**config.mk**
```make
export PLATFORM = sky130hd
export DESIGN_NAME = multi_cycle_ctrl
export DESIGN_NICKNAME = d
export VERILOG_FILES = /design/src/rtl/multi_cycle_ctrl_pkg.sv /design/src/rtl/multi_cycle_ctrl.sv
export SDC_FILE = /design/constraint.sdc
export NUM_CORES = 1
export LEC_CHECK = 0
export CORE_MARGIN = 2
export CORE_UTILIZATION = 30
export CTS_BUF_LIST = sky130_fd_sc_hd__clkbuf_8
export DETAILED_ROUTE_END_ITERATION = 10
export PLACE_DENSITY_LB_ADDON = 0.2
export SKIP_CTS_REPAIR_TIMING = 1
export SLEW_MARGIN = 20
export SYNTH_ARGS = -nofsm -noshare
export SYNTH_HDL_FRONTEND = slang
export SYNTH_SLANG_ARGS = --single-unit
```
**constraint.sdc**
```tcl
create_clock -name clk_i -period 1.7 [get_ports clk_i]
set_clock_uncertainty 0.15 [all_clocks]
set_input_delay 0.34 -clock clk_i [delete_from_list [all_inputs] [get_ports clk_i]]
set_output_delay 0.34 -clock clk_i [all_outputs]
set_load 0.005 [all_outputs]
```
**src/rtl/multi_cycle_ctrl_pkg.sv**
```systemverilog
// rtl/multi_cycle_ctrl_pkg.sv - shared state, opcode and ALUOp encodings for the multi-cycle controller
package multi_cycle_ctrl_pkg;

  typedef enum logic [3:0] {
    S_FETCH    = 4'd0,
    S_DECODE   = 4'd1,
    S_MEM_ADDR = 4'd2,
    S_MEM_RD   = 4'd3,
    S_MEM_WB   = 4'd4,
    S_MEM_WR   = 4'd5,
    S_R_EXEC   = 4'd6,
    S_ALU_WB   = 4'd7,
    S_BRANCH   = 4'd8,
    S_JUMP     = 4'd9,
    S_I_EXEC   = 4'd10
  } state_t;

  localparam logic [5:0] OP_RTYPE = 6'b000000;
  localparam logic [5:0] OP_J     = 6'b000010;
  localparam logic [5:0] OP_BEQ   = 6'b000100;
  localparam logic [5:0] OP_BNE   = 6'b000101;
  localparam logic [5:0] OP_ADDI  = 6'b001000;
  localparam logic [5:0] OP_SLTIU = 6'b001011;
  localparam logic [5:0] OP_ORI   = 6'b001101;
  localparam logic [5:0] OP_LUI   = 6'b001111;
  localparam logic [5:0] OP_LW    = 6'b100011;
  localparam logic [5:0] OP_SW    = 6'b101011;

  localparam logic [2:0] ALUOP_NONE  = 3'b000;
  localparam logic [2:0] ALUOP_BR    = 3'b001;
  localparam logic [2:0] ALUOP_R     = 3'b010;
  localparam logic [2:0] ALUOP_ADD   = 3'b100;
  localparam logic [2:0] ALUOP_SLTIU = 3'b101;
  localparam logic [2:0] ALUOP_ORI   = 3'b110;
  localparam logic [2:0] ALUOP_LUI   = 3'b111;

  // Unsupported opcodes map back to FETCH; the caller flags them separately.
  function automatic state_t decode_next(input logic [5:0] op);
    case (op)
      OP_LW, OP_SW:                      decode_next = S_MEM_ADDR;
      OP_RTYPE:                          decode_next = S_R_EXEC;
      OP_BEQ, OP_BNE:                    decode_next = S_BRANCH;
      OP_J:                              decode_next = S_JUMP;
      OP_ADDI, OP_SLTIU, OP_ORI, OP_LUI: decode_next = S_I_EXEC;
      default:                           decode_next = S_FETCH;
    endcase
  endfunction

endpackage

```
**src/rtl/multi_cycle_ctrl.sv**
```systemverilog
// rtl/multi_cycle_ctrl.sv - multi-cycle datapath controller with retire counter and illegal-opcode flag
module multi_cycle_ctrl
  import multi_cycle_ctrl_pkg::*;
(
  input  logic        clk_i,
  input  logic        rst_i,
  input  logic [5:0]  op_i,
  input  logic        zero_i,
  input  logic        mem_ready_i,
  output logic        pc_we_o,
  output logic        ir_we_o,
  output logic        iord_o,
  output logic        mem_rd_o,
  output logic        mem_wr_o,
  output logic        reg_we_o,
  output logic        reg_dst_o,
  output logic        mem_to_reg_o,
  output logic        alu_src_a_o,
  output logic [1:0]  alu_src_b_o,
  output logic [2:0]  ALUOp_o,
  output logic [1:0]  pc_src_o,
  output logic [3:0]  state_o,
  output logic [31:0] instr_cnt_o,
  output logic        illegal_o
);

  state_t      r_state;
  logic [31:0] r_instr_cnt;
  logic        r_illegal;

  state_t      w_next;
  logic        w_retire;
  logic        w_bad_op;
  logic        w_pc_we;
  logic        w_mem_rd;

  always_comb begin
    w_next   = r_state;
    w_retire = 1'b0;
    w_bad_op = 1'b0;
    case (r_state)
      S_FETCH:    if (mem_ready_i) w_next = S_DECODE;
      S_DECODE: begin
        w_next   = decode_next(op_i);
        w_bad_op = (decode_next(op_i) == S_FETCH);
      end
      S_MEM_ADDR: w_next = (op_i == OP_LW) ? S_MEM_RD : S_MEM_WR;
      S_MEM_RD:   if (mem_ready_i) w_next = S_MEM_WB;
      S_MEM_WR: begin
        if (mem_ready_i) begin
          w_next   = S_FETCH;
          w_retire = 1'b1;
        end
      end
      S_R_EXEC, S_I_EXEC: w_next = S_ALU_WB;
      S_MEM_WB, S_ALU_WB, S_BRANCH, S_JUMP: begin
        w_next   = S_FETCH;
        w_retire = 1'b1;
      end
      default:    w_next = S_FETCH;
    endcase
  end

  always_ff @(posedge clk_i or negedge rst_i) begin
    if (!rst_i) begin
      r_state     <= S_FETCH;
      r_instr_cnt <= 32'd0;
      r_illegal   <= 1'b0;
    end else begin
      r_state <= w_next;
      if (w_retire) r_instr_cnt <= r_instr_cnt + 32'd1;
      if (w_bad_op) r_illegal   <= 1'b1;
    end
  end

  always_comb begin
    w_pc_we      = 1'b0;
    ir_we_o      = 1'b0;
    iord_o       = 1'b0;
    w_mem_rd     = 1'b0;
    mem_wr_o     = 1'b0;
    reg_we_o     = 1'b0;
    reg_dst_o    = 1'b0;
    mem_to_reg_o = 1'b0;
    alu_src_a_o  = 1'b0;
    alu_src_b_o  = 2'b00;
    ALUOp_o      = ALUOP_NONE;
    pc_src_o     = 2'b00;
    case (r_state)
      S_FETCH: begin
        w_mem_rd    = 1'b1;
        alu_src_b_o = 2'b01;
        ALUOp_o     = ALUOP_ADD;
        ir_we_o     = mem_ready_i;
        w_pc_we     = mem_ready_i;
      end
      S_DECODE: begin
        alu_src_b_o = 2'b11;
        ALUOp_o     = ALUOP_ADD;
      end
      S_MEM_ADDR: begin
        alu_src_a_o = 1'b1;
        alu_src_b_o = 2'b10;
        ALUOp_o     = ALUOP_ADD;
      end
      S_MEM_RD: begin
        w_mem_rd = 1'b1;
        iord_o   = 1'b1;
      end
      S_MEM_WB: begin
        reg_we_o     = 1'b1;
        mem_to_reg_o = 1'b1;
      end
      S_MEM_WR: begin
        mem_wr_o = 1'b1;
        iord_o   = 1'b1;
      end
      S_R_EXEC: begin
        alu_src_a_o = 1'b1;
        ALUOp_o     = ALUOP_R;
      end
      S_I_EXEC: begin
        alu_src_a_o = 1'b1;
        alu_src_b_o = 2'b10;
        case (op_i)
          OP_SLTIU: ALUOp_o = ALUOP_SLTIU;
          OP_ORI:   ALUOp_o = ALUOP_ORI;
          OP_LUI:   ALUOp_o = ALUOP_LUI;
          default:  ALUOp_o = ALUOP_ADD;
        endcase
      end
      S_ALU_WB: begin
        reg_we_o  = 1'b1;
        reg_dst_o = (op_i == OP_RTYPE);
      end
      S_BRANCH: begin
        alu_src_a_o = 1'b1;
        ALUOp_o     = ALUOP_BR;
        pc_src_o    = 2'b01;
        w_pc_we     = (op_i == OP_BNE) ? ~zero_i : zero_i;
      end
      S_JUMP: begin
        pc_src_o = 2'b10;
        w_pc_we  = 1'b1;
      end
      default: ;
    endcase
  end

  // Memory read and PC write are gated straight from reset so they drop without a clock.
  assign mem_rd_o    = w_mem_rd & rst_i;
  assign pc_we_o     = w_pc_we & rst_i;
  assign state_o     = r_state;
  assign instr_cnt_o = r_instr_cnt;
  assign illegal_o   = r_illegal;

endmodule
```
# --- Word level (Yosys, flattened, before mapping) ---
# Cells that the tools add are included.
totals:
  input_bits: 10
  output_inout_bits: 53
  word_cells: 68
  regBits: 37
op_classes:
  muxes: 24
  reduce_logical: 15
  n_eq_ne: 22
  bitwise: 3
  n_addsub: 1
ops:
  columns: ["cell", "count"]
  rows:
  - ["adder 32 x 1 -> 32 bit (second input constant)", 1]
  - ["equality test 6 x 4 -> 1 bit (second input constant)", 4]
  - ["one-hot mux 4 bit (6 select lines)", 1]
  - ["one-hot mux 4 bit (5 select lines)", 1]
  - ["equality test 4 x 3 -> 1 bit (second input constant)", 4]
  - ["two-way mux 4 bit", 4]
  - ["OR reduction 2 bit", 7]
  - ["equality test 4 bit (second input constant)", 3]
  - ["equality test 6 x 3 -> 1 bit (second input constant)", 2]
  - ["equality test 6 bit (second input constant)", 2]
  - ["one-hot mux 2 bit (3 select lines)", 2]
  - ["one-hot mux 3 bit (4 select lines)", 1]
  - ["OR reduction 4 bit", 3]
  - ["two-way mux 1 bit", 11]
  - ["equality test 4 x 2 -> 1 bit (second input constant)", 2]
  - ["zero test 4 bit", 2]
  - ["equality test 6 x 2 -> 1 bit (second input constant)", 1]
  - ["zero test 6 bit", 1]
  - ["!= test 2 bit (second input constant)", 3]
  - ["equality test 4 x 1 -> 1 bit (second input constant)", 1]
  - ["one-hot mux 2 bit (2 select lines)", 1]
  - ["two-way mux 3 bit", 1]
  - ["one-hot mux 1 bit (3 select lines)", 1]
  - ["AND reduction 3 bit", 1]
  - ["other kinds (4)", 5]

# --- Longest topological paths before layout ---
logic_depth:
  ltp_word: 6
  mapped_depth: 6
  ltp_nobuf: 5

# --- Least setup slack after synthesis ---
# Ideal clock, no wire load.
synth_path:
  kind: "flip-flop to flip-flop"
  startpoint: "reg r_state[3] (netlist: state_o[3])"
  endpoint: "reg r_instr_cnt[31] (netlist: instr_cnt_o[31])"
  arrival_time_ps: 1673
  path_buffers: 2
  setup_time_ps: 79
  period_less_slack_ps: 1902
  slack_ps: -202
  stages_incl_launch_ff: 7
  required_time_ps: 1471
  cell_sequence: "dfrtp_1 -> buf_6 -> nand2b_4 -> o32a_4 -> buf_2 -> nor4_2 -> xor2_1"
synth_via:
  elab_chain_len: 3
  elab_cells_between_ends: 7
  cone_classes: "eq/ne (5); mux (1); reduce/logical (1)"
synth_rtl:
  columns: ["item", "line", "text"]
  rows:
  - ["from (decl)", "multi_cycle_ctrl.sv:27", "state_t r_state;"]
  - ["from (signal assigned)", "multi_cycle_ctrl.sv:70", "r_state <= w_next;"]
  - ["equality test 4 bit or equality test 4 x 3 -> 1 bit (tied branches)", "multi_cycle_ctrl.sv:41", "case (r_state)"]
  - ["OR reduction 4 bit", "multi_cycle_ctrl.sv:41", null]
  - ["one-hot mux 1 bit (2 select lines) (*)", "multi_cycle_ctrl.sv:41", null]
  - ["to (signal assigned)", "multi_cycle_ctrl.sv:71", "if (w_retire) r_instr_cnt <= r_instr_cnt + 32'd1;"]
  - ["to (decl)", "multi_cycle_ctrl.sv:28", "logic [31:0] r_instr_cnt;"]
# Mark *: on every way between the ends. The rest lies on a longest branch, timed or not.
# A chain may end at the register's enable or synchronous reset.

# --- Worst setup path in the final report ---
layout_path:
  startpoint: "reg r_state[1] (netlist: state_o[1])"
  endpoint: "out iord_o"
layout_via:
  elab_chain_len: 3
  elab_cells_between_ends: 4
  cone_classes: "eq/ne (2); mux (1); reduce/logical (1)"
layout_rtl:
  columns: ["item", "line", "text"]
  rows:
  - ["equality test 4 x 2 -> 1 bit or equality test 4 x 3 -> 1 bit (tied branches)", "multi_cycle_ctrl.sv:89", "case (r_state)"]
  - ["OR reduction 2 bit (no source line) (*)", null, null]
  - ["two-way mux 1 bit (*)", "multi_cycle_ctrl.sv:89", null]
  - ["to (decl)", "multi_cycle_ctrl.sv:12", "output logic iord_o,"]
# Marks and branches as above.

==> summary.txt <==
Power
  – Combinational power share: 60.5%
  – Pint: 3110 uW
  – VDD IR max: 532 uV
  – Sw power: 1940 uW
  – Clock Power Share: 16.0%
  – Net Sw Frac: 38.4%
  – Sequential power share: 23.5%
  – Leakage: 0.00233 uW
  – PwrDens: 1120 nW/um^2

Synthesis
  – Syn Nets: 249
  – Most area-consuming cells after synthesis: dfrtp_1 41%, xor2_1 11%, nor3_1 5.3%
  – Post-synth EDFFs: 0
  – Mapped Cells: 238
  – Cell Area, Synth: 2250 um^2
  – Yosys top cell by area: dfrtp_1
  – Netlist cell types: 42
  – Top-area cell type share of the netlist area: 41.1%
  – Yosys warns: 0
  – Asr flop ratio synth: 100%
  – Main synth FF type: dfrtp_1
  – Sequential area share after synthesis: 41.1%
  – Syn_area_per_cell: 9.47 um^2
  – Flops & latches, synth: 37

STA
  – RSZ-0062 raised after global routing: true
  – Slew @ Worst Pin: 0.480 ns
  – Final hold viol count: 0
  – Min cycle time layout: 1.91 ns
  – Final worst path period share: 112%
  – F_max: 525 MHz
  – Slew Viols, Final: 0
  – Final WS setup: -0.205 ns
  – Setup violators final: 45
  – Slew HR: 68.0%

Critical path
  – Worst path cell trace: buf_6 -> buf_6 -> xnor2_2 -> nor3_2 -> buf_2
  – Critical R2R Capture: instr_cnt_o[9]$_DFFE_PN0P_
  – Startpoint types: flop
  – Critical path required time: 1.21 ns
  – Slowest CP cell: dfrtp_2
  – Arr. time, crit path: 1.42 ns
  – CP Capture Type: primary output
  – Worst path max stage delay: 0.46 ns
  – Cell family with most CP delay: flip-flops
  – Maximum fanout along the worst path: 5
  – Worst reg2reg path depth: 6
  – Crit Reg-Reg Startpoint: state_o[3]$_DFFE_PN0P_
  – CP most frequent cell: buf_6
  – CP Class: reg2out
  – Buffer and inverter count on the worst path: 3
  – R2R setup slack: -0.20 ns

Finish
  – Share of layout cells above drive strength 1: 50.5%
  – Most frequent cells in the layout: 84 x buf_4, 37 x dlymetal6s2s_1, 31 x dfrtp_1
  – Filler cells: 624
  – Post-layout net count: 414
  – Util after Layout: 62.4%
  – Fin cells: 503
  – # diodes: 0
  – Most common cell after layout, fill and taps aside: buf_4
  – Area grow syn2layout: 101%

Clock tree
  – TritonCTS clock tree: built
  – Worst skew pair latency: 0.29 ns
  – Clk root buf: clkbuf_8
  – Clk slew on worst S/H paths: 0.08 ns
  – CTS H-tree depth: 2
  – CTS max path bufs: 2
  – Clock buffer count from CTS: 5
  – Sink Count: 37

Routing
  – Starting DRT DRC Count: 47
  – Total Wirelength: 7240 um
  – Detail Route Antenna Nets: 0
  – Vias: 2413
  – Drt first pass iters: 4
  – Vias per cell: 4.80
  – WL/cell: 14.4 um
  – DR DRC count: 0

Floorplan
  – Core area: 7250 um^2
  – DIE AREA: 8220 um^2
  – Horiz. Die Dim: 90.7 um
  – Rows: 31
  – Initial Util: 31.1%
  – Ports: 63
  – Die height: 90.7 um

Global route
  – Largest net degree at the start of global routing: 37
  – Gr ovfl total: 0
  – Vias in the first global route: 2203
  – First-pass GRT wire length: 10500 um
  – Initial antenna violation count: 0
  – Total track usage: 15.3%

Min path
  – Hold WC Path Type: in2async

Placement
  – Port bufs: 62
  – Dpl cells: 451
  – Detailed Place HPWL: 4660 um
  – Placer Congestion: 0.833

Status
  – Violated checks: setup timing
  – Status: complete, but fails checks

Flow run
  – Max cap viols: 0
routing by layer:
metal  vias to the layer above  part of all wire [%]  GRT usage (%)
li1                       1192                     -              -
met1                      1155                    47           21.6
met2                        57                    49           23.9
met3                         9                   3.3           3.09
met4                         0                  0.94           4.10
met5                         -                     0              0
synthesized netlist by cell type, types with 2 or more instances:
cell	number
and3_1	5
clkbuf_1	10
a21oi_1	10
nor4b_2	3
nor4b_1	2
nor4_2	7
nand2_1	21
nor4_1	3
and4_1	6
nor3_1	24
nor3b_1	5
buf_6	2
nand2b_1	6
o22ai_1	2
dfrtp_1	37
inv_1	5
nand3_1	7
xor2_1	29
nor2_1	16
nor2b_1	3
nand4_1	5
o21ai_0	4
a211oi_1	3
buf_2	2
xnor2_1	4
per-stage QoR:
step	power (uW)	worst slack (ns)	hold WS (ns)	cell area (um^2)	setup TNS [ns]
floorplan	2180	-0.114	-0.106	2320	-2.28
finish	5050	-0.205	0.0105	4520	-5.53
detailed placement	3420	-0.841	0.148	3520	-22.10
CTS	4240	-0.849	-0.161	3640	-18.38
global placement	3400	-0.827	0.131	3520	-21.27
global route	5370	-0.276	0.0511	4520	-8.87
area by class of cell:
type	instances	area [um^2]	area share, %
inverters	5	28.8	0.636
clock inverters	2	37.5	0.830
multi-input cells	182	1710	37.7
clock buffers	6	82.6	1.83
repair buffers	172	1610	35.6
well taps	99	124	2.74
flip-flops and latches	37	933	20.6
registers in the layout, indices dropped and copies added (netlist names):
register and count:
state_o 4, illegal_o 1, instr_cnt_o 32
power by group through the flow:
| stage | Sequential, uW | Clock [uW] | Combinational (uW) |
|---|---|---|---|
| 2_1_floorplan | 1240 | 0 | 931 |
| 3_3_place_gp | 1170 | 0 | 2230 |
| 3_5_place_dp | 1170 | 0 | 2250 |
| 4_1_cts | 1160 | 825 | 2260 |
| 5_1_grt | 1210 | 864 | 3290 |
| 6_report | 1190 | 809 | 3050 |
cells by family after synthesis:
family                     synth area share (%)
and+or+nand+nor                            31.8
DFF                                        41.1
xor gates and xnor gates                   12.8
AOI/OAI and AO/OA                          8.66
buffers and inverters                      4.11
muxes                                     0.944
adders and majority gates                 0.555
worst max-delay path by stage:
stage	slack, ns	end	cells after the start	start
4_1_cts	-0.85	pc_we_o	6	op_i[2]
3_5_place_dp	-0.84	ALUOp_o[0]	6	op_i[5]
5_1_grt	-0.28	instr_cnt_o[9]$_DFFE_PN0P_	6	state_o[3]$_DFFE_PN0P_
3_3_place_gp	-0.83	pc_we_o	6	op_i[2]
6_report	-0.21	iord_o	5	state_o[1]$_DFFE_PN0P_
2_1_floorplan	-0.11	instr_cnt_o[20]$_DFFE_PN0P_	6	state_o[3]$_DFFE_PN0P_
Power figures use the tool's default switching activity.
